`src/rtl/imem_loader_pkg.sv`:
```
// Shared loader/imem constants and loader state encodings.
// Keeps memory depth and load base address identical for the loader and the memory it fills.
package imem_loader_pkg;

    localparam int          IMEM_ADDR_W    = 10;
    localparam int          IMEM_DEPTH     = 2 ** IMEM_ADDR_W;
    localparam logic [31:0] IMEM_BASE_ADDR = 32'h0000_0000;

    typedef enum logic [1:0] {
        LD_IDLE    = 2'd0,
        LD_COLLECT = 2'd1,
        LD_WRITE   = 2'd2,
        LD_DONE    = 2'd3
    } ld_state_t;

endpackage

```
`src/rtl/imem_loader_byte_packer.sv`:
```
// Packs little-endian bytes into a 32-bit word; o_full flags the push that completes it.
// o_word is valid together with o_full (the fourth byte goes straight through); no backpressure of its own.
module imem_loader_byte_packer (
    input  logic        i_clk,
    input  logic        i_reset,
    input  logic        i_clr,
    input  logic        i_push,
    input  logic [7:0]  i_byte,
    output logic        o_full,
    output logic [31:0] o_word
);

    logic [1:0]  r_cnt;
    logic [23:0] r_lo;

    always_ff @(posedge i_clk) begin
        if (!i_reset || i_clr) begin
            r_cnt <= 2'd0;
            r_lo  <= 24'd0;
        end else if (i_push) begin
            case (r_cnt)
                2'd0:    r_lo[7:0]   <= i_byte;
                2'd1:    r_lo[15:8]  <= i_byte;
                2'd2:    r_lo[23:16] <= i_byte;
                default: ;
            endcase
            r_cnt <= r_cnt + 2'd1;
        end
    end

    // The top lane is never stored: the word is consumed on the push that fills it.
    assign o_full = i_push && (r_cnt == 2'd3);
    assign o_word = {i_byte, r_lo};

endmodule

```
`src/rtl/imem_loader.sv`:
```
// Loads instruction memory from a byte stream, holding the core in reset while busy.
// we rises the cycle after the 4th byte of a word; in_valid low stalls the load indefinitely.
module imem_loader
    import imem_loader_pkg::*;
#(
    parameter int          ADDR_W    = IMEM_ADDR_W,
    parameter logic [31:0] BASE_ADDR = IMEM_BASE_ADDR
) (
    input  logic              i_clk,
    input  logic              i_reset,
    input  logic              i_start,
    input  logic [ADDR_W:0]   i_len_words,
    input  logic              i_abort,
    input  logic              i_in_valid,
    input  logic [7:0]        i_in_data,
    output logic              o_in_ready,
    output logic              o_we,
    output logic [31:0]       o_waddr,
    output logic [31:0]       o_wdata,
    output logic              o_cpu_hold,
    output logic              o_busy,
    output logic              o_done,
    output logic              o_err
);

    localparam logic [ADDR_W:0] DEPTH = {1'b1, {ADDR_W{1'b0}}};
    localparam logic [ADDR_W:0] ONE   = {{ADDR_W{1'b0}}, 1'b1};

    ld_state_t       r_state;
    logic            r_in_ready;
    logic            r_we;
    logic            r_busy;
    logic            r_done;
    logic            r_err;
    logic [31:0]     r_waddr;
    logic [31:0]     r_wdata;
    logic [ADDR_W:0] r_word_cnt;
    logic [ADDR_W:0] r_len;

    logic            w_push;
    logic            w_clr;
    logic            w_full;
    logic [31:0]     w_word;
    logic [ADDR_W:0] w_cnt_nxt;

    // abort wins over a same-cycle byte: the byte is simply not taken.
    assign w_push    = (r_state == LD_COLLECT) && i_in_valid && !i_abort;
    assign w_clr     = (r_state == LD_IDLE);
    assign w_cnt_nxt = r_word_cnt + ONE;

    imem_loader_byte_packer u_packer (
        .i_clk   (i_clk),
        .i_reset (i_reset),
        .i_clr   (w_clr),
        .i_push  (w_push),
        .i_byte  (i_in_data),
        .o_full  (w_full),
        .o_word  (w_word)
    );

    always_ff @(posedge i_clk) begin
        if (!i_reset) begin
            r_state    <= LD_IDLE;
            r_in_ready <= 1'b0;
            r_we       <= 1'b0;
            r_busy     <= 1'b0;
            r_done     <= 1'b0;
            r_err      <= 1'b0;
            r_waddr    <= BASE_ADDR;
            r_wdata    <= 32'd0;
            r_word_cnt <= '0;
            r_len      <= '0;
        end else begin
            r_we   <= 1'b0;
            r_done <= 1'b0;
            case (r_state)
                LD_IDLE: begin
                    if (i_start) begin
                        if (i_len_words == '0) begin
                            r_state <= LD_DONE;
                            r_done  <= 1'b1;
                            r_busy  <= 1'b1;
                            r_err   <= 1'b0;
                        end else if (i_len_words > DEPTH) begin
                            r_err <= 1'b1;
                        end else begin
                            r_state    <= LD_COLLECT;
                            r_in_ready <= 1'b1;
                            r_busy     <= 1'b1;
                            r_err      <= 1'b0;
                            r_word_cnt <= '0;
                            r_len      <= i_len_words;
                        end
                    end
                end
                LD_COLLECT: begin
                    if (i_abort) begin
                        r_state    <= LD_IDLE;
                        r_in_ready <= 1'b0;
                        r_busy     <= 1'b0;
                    end else if (w_full) begin
                        r_state    <= LD_WRITE;
                        r_in_ready <= 1'b0;
                        r_we       <= 1'b1;
                        r_waddr    <= BASE_ADDR + 32'({r_word_cnt, 2'b00});
                        r_wdata    <= w_word;
                    end
                end
                LD_WRITE: begin
                    if (i_abort) begin
                        r_state <= LD_IDLE;
                        r_busy  <= 1'b0;
                    end else begin
                        r_word_cnt <= w_cnt_nxt;
                        if (w_cnt_nxt == r_len) begin
                            r_state <= LD_DONE;
                            r_done  <= 1'b1;
                        end else begin
                            r_state    <= LD_COLLECT;
                            r_in_ready <= 1'b1;
                        end
                    end
                end
                LD_DONE: begin
                    r_state <= LD_IDLE;
                    r_busy  <= 1'b0;
                end
                default: r_state <= LD_IDLE;
            endcase
        end
    end

    // The memory captures we at the edge closing WRITE; abort or reset seen in that cycle cancels it.
    assign o_we       = r_we && i_reset && !i_abort;
    assign o_in_ready = r_in_ready;
    assign o_waddr    = r_waddr;
    assign o_wdata    = r_wdata;
    assign o_cpu_hold = r_busy;
    assign o_busy     = r_busy;
    assign o_done     = r_done;
    assign o_err      = r_err;

endmodule

```
`config.mk`:
```
export PLATFORM = sky130hd
export DESIGN_NAME = imem_loader
export DESIGN_NICKNAME = d
export VERILOG_FILES = /design/src/rtl/imem_loader_pkg.sv /design/src/rtl/imem_loader_byte_packer.sv /design/src/rtl/imem_loader.sv
export SDC_FILE = /design/constraint.sdc
export NUM_CORES = 1
export LEC_CHECK = 0
export CELL_PAD_IN_SITES_DETAIL_PLACEMENT = 1
export CELL_PAD_IN_SITES_GLOBAL_PLACEMENT = 2
export CORE_MARGIN = 2
export CORE_UTILIZATION = 33
export CTS_CLUSTER_DIAMETER = 50
export DETAILED_ROUTE_END_ITERATION = 10
export PLACE_DENSITY_LB_ADDON = 0.1
export REMOVE_ABC_BUFFERS = 1
export SYNTH_ARGS = -nofsm -noshare
export SYNTH_HDL_FRONTEND = slang
export SYNTH_HIERARCHICAL = 1
export SYNTH_SLANG_ARGS = --single-unit
```
`constraint.sdc`:
```
create_clock -name i_clk -period 5.2 [get_ports i_clk]
set_input_delay 0.52 -clock i_clk [delete_from_list [all_inputs] [get_ports i_clk]]
set_output_delay 0.52 -clock i_clk [all_outputs]
set_load 0.005 [all_outputs]
```
==> impl_metrics.ini <==
[floorplanning]
die_w_um = 126
rows = 44
core_area_um2 = 14500
num_io_pins = 94
initial_core_util_pct = 33.7
dieArea_um2 = 15800
dieHeight_um = 126

[cts]
clkSinkCount = 98
cts.htree.levels = 3
post-cts-setup-buffer-count = 0
cts_buffers = 9
cts_tree = yes
hold_buffers = 0
insertion_delay_ns = 0.35
clk_path_buf_depth = 2
clk_pin_slew_worst_paths_ns = 0.07
cts_resized = 0
cts-root-buf = clkbuf_16

[sta]
final.setup.tns_ns = 0
slew_viol_final = 0
fin_skew_ns = 0.00841
min_period_over_period_pct = 60.0
setup_violations = 0
max_freq_mhz = 320
final_hold_viol_count = 0
min_period_ns = 3.12
worst_pin_slew_ns = 0.869
slew_headroom_pct = 42.1
rsz0062_at_grt = no

[final_layout]
fin_cells = 794
fin_nets = 638
syn_to_final_growth_pct = 17.8
diodes = 0
fillers = 1736
drive_gt1_share_pct = 10.2

[logic_synthesis]
syn-mean-instance-area_um2 = 8.56
synth_edf_count = 0
post-synth-top-count-cell = nand2_1
synth_top_area_share_pct = 40.1
async_flop_share_pct = 0
yosys-top-cells-count = 107 x nand2_1, 98 x dfxtp_1, 52 x a21oi_1
synth_compound_area_share_pct = 22.1
synth-simple-area-share_pct = 19.7
yosys_most_used_dff = dfxtp_1
yosys.area.top_type = dfxtp_1
synthTopCellsByArea = dfxtp_1 40%, nand2_1 8.2%, a21oi_1 5.3%
synth_top_family_by_area = compound AO/OA/AOI/OAI gates
synth.distinct_cells = 54
syn-cell-area_um2 = 4900
synth-xor-area-share_pct = 1.79
synthAdderAreaFrac_pct = 2.50
synth_seq_cells = 98
ys_seq_area_share_pct = 40.1
postSynthCellCount = 572
synth_warnings = 6
muxShareOfSynthArea_pct = 2.25

[pwr]
cellLeakagePower_nw = 1.91
ir_worst_vdd_v = 0.000192
power_mw = 1.94
power.density_nw_per_um2 = 336

[drt]
dr.first_iter.drc_count = 134
routedWlPerCell_um = 15.1
via_per_inst = 4.94
drc_errors = 0
drtAntennaViolNets = 0
vias = 3921
first_pass_iters = 4
wl_um = 12000

[critical_path]
arrival_ns = 3.34
end_kind = register
crit_type = in2reg
r2r-end = o_wdata[23]
r2r_slack_ns = 2.29
required_ns = 5.42
r2r-start = r_state[1]
rr_worst_depth = 10
critPathMaxFanout = 51
crit_path_start_kind = primary input

[placed_design]
place_inst = 778
dpl.hpwl_um = 8430
place_congestion = 0.730
numPortBuffers = 72

[hold_path]
worstHoldEndpoint = o_wdata[12]
hp-start = u_packer/r_lo[12]
hold_depth = 2
hp-class = reg2reg

[grt]
grt_first_pass_wirelength_um = 20300
grt_max_degree = 52
grt_usage_pct = 15.7
grt_pass1_vias = 4019
grt-ovfl-total = 0
antenna_found_initial = 0

[status]
outcome = finished clean

[run]
maxCapViolCount = 0
[worst max-delay path: stages]
cell	delay (ns)
clkdlybuf4s50_1	0.58
nor2b_1	0.33
and2_2	0.19
buf_4	0.43
and2_1	0.25
nand2_1	0.44
buf_4	0.42
nand2_1	0.10
a21oi_1	0.06
[registers in the layout, indices dropped and copies added, names as in the netlist]
name            count
o_busy              1
r_state             2
r_word_cnt         11
o_in_ready          1
r_len              11
u_packer/r_cnt      2
o_wdata            32
r_we                1
o_done              1
o_waddr            11
o_err               1
u_packer/r_lo      24
[metrics by stage]
step           area [µm²]  setup slack [ns]  hold WS [ns]  utilization, %
2_1_floorplan        4440              2.08         0.426               -
5_1_grt              5770              1.73         0.477            39.7
3_5_place_dp         5440              1.64         0.447            37.4
6_report             5770              2.08         0.449            39.7
3_3_place_gp         5440              1.78         0.439            37.4
4_1_cts              5770              1.99         0.455            39.7
[placed cells by master, fill, tap and decap left out, drive strengths merged, types with 3 or more instances in the layout]
cell	Yosys	final
a211oi	3	3
a21bo	24	24
a21oi	76	76
a311oi	5	5
a31oi	9	9
and2	3	3
buf	53	6
clkbuf	23	10
clkdlybuf4s50	0	72
conb	1	21
dfxtp	98	98
ha	9	9
inv	9	12
mux2i	11	11
nand2	107	107
nand2b	7	7
nand3	35	35
nor2	29	29
nor2b	9	9
nor3	5	5
o21a	7	7
o21ai	13	13
or3	3	3
or4	4	4
xnor2	7	7
xor2	3	3
[how the worst max path moves through the flow]
stage                     slack (ns)        from          end  cells after the start
final                           2.08     i_abort  o_wdata[23]                      9
after global routing            1.73     i_abort  o_wdata[18]                      9
after CTS                       1.99     i_abort  o_wdata[23]                      9
after detailed placement        1.64     i_abort  o_wdata[18]                      9
after global placement          1.78     i_abort  o_wdata[25]                      9
after floorplan                 2.08  r_state[1]  o_waddr[10]                      8
[final cells by class]
type | instances | area, µm² | area share, %
clock buffer | 10 | 229 | 3.97
clock inverter | 6 | 96.3 | 1.67
inverter | 9 | 33.8 | 0.586
multi-input combinational | 409 | 2450 | 42.5
sequential | 98 | 1960 | 34.0
tap | 184 | 230 | 3.99
timing repair buffer | 78 | 766 | 13.3
[logic make-up (layout without fill, tap and decap cells)]
kind of cell / Yosys count / in the layout
AOI/OAI and AO/OA: 147 / 147
xor gates and xnor gates: 10 / 10
adders and majority gates: 10 / 10
buffers and inverters: 85 / 103
DFF: 98 / 98
muxes: 11 / 11
other: 1 / 21
and+or+nand+nor: 210 / 210
[report_power, final]
part	switching (mW)	total [mW]	internal [mW]
clock	0.306	0.734	0.429
combinational	0.263	0.403	0.141
sequential	0.0240	0.800	0.776
total	0.592	1.94	1.35
[layer usage]
layer / global-route usage [%] / routed length, µm
met3: 2.93 / 457
met5: 0 / 0
met1: 21.0 / 5970
met4: 5.30 / 171
met2: 25.7 / 5430
(Power assumes the default switching activity.)
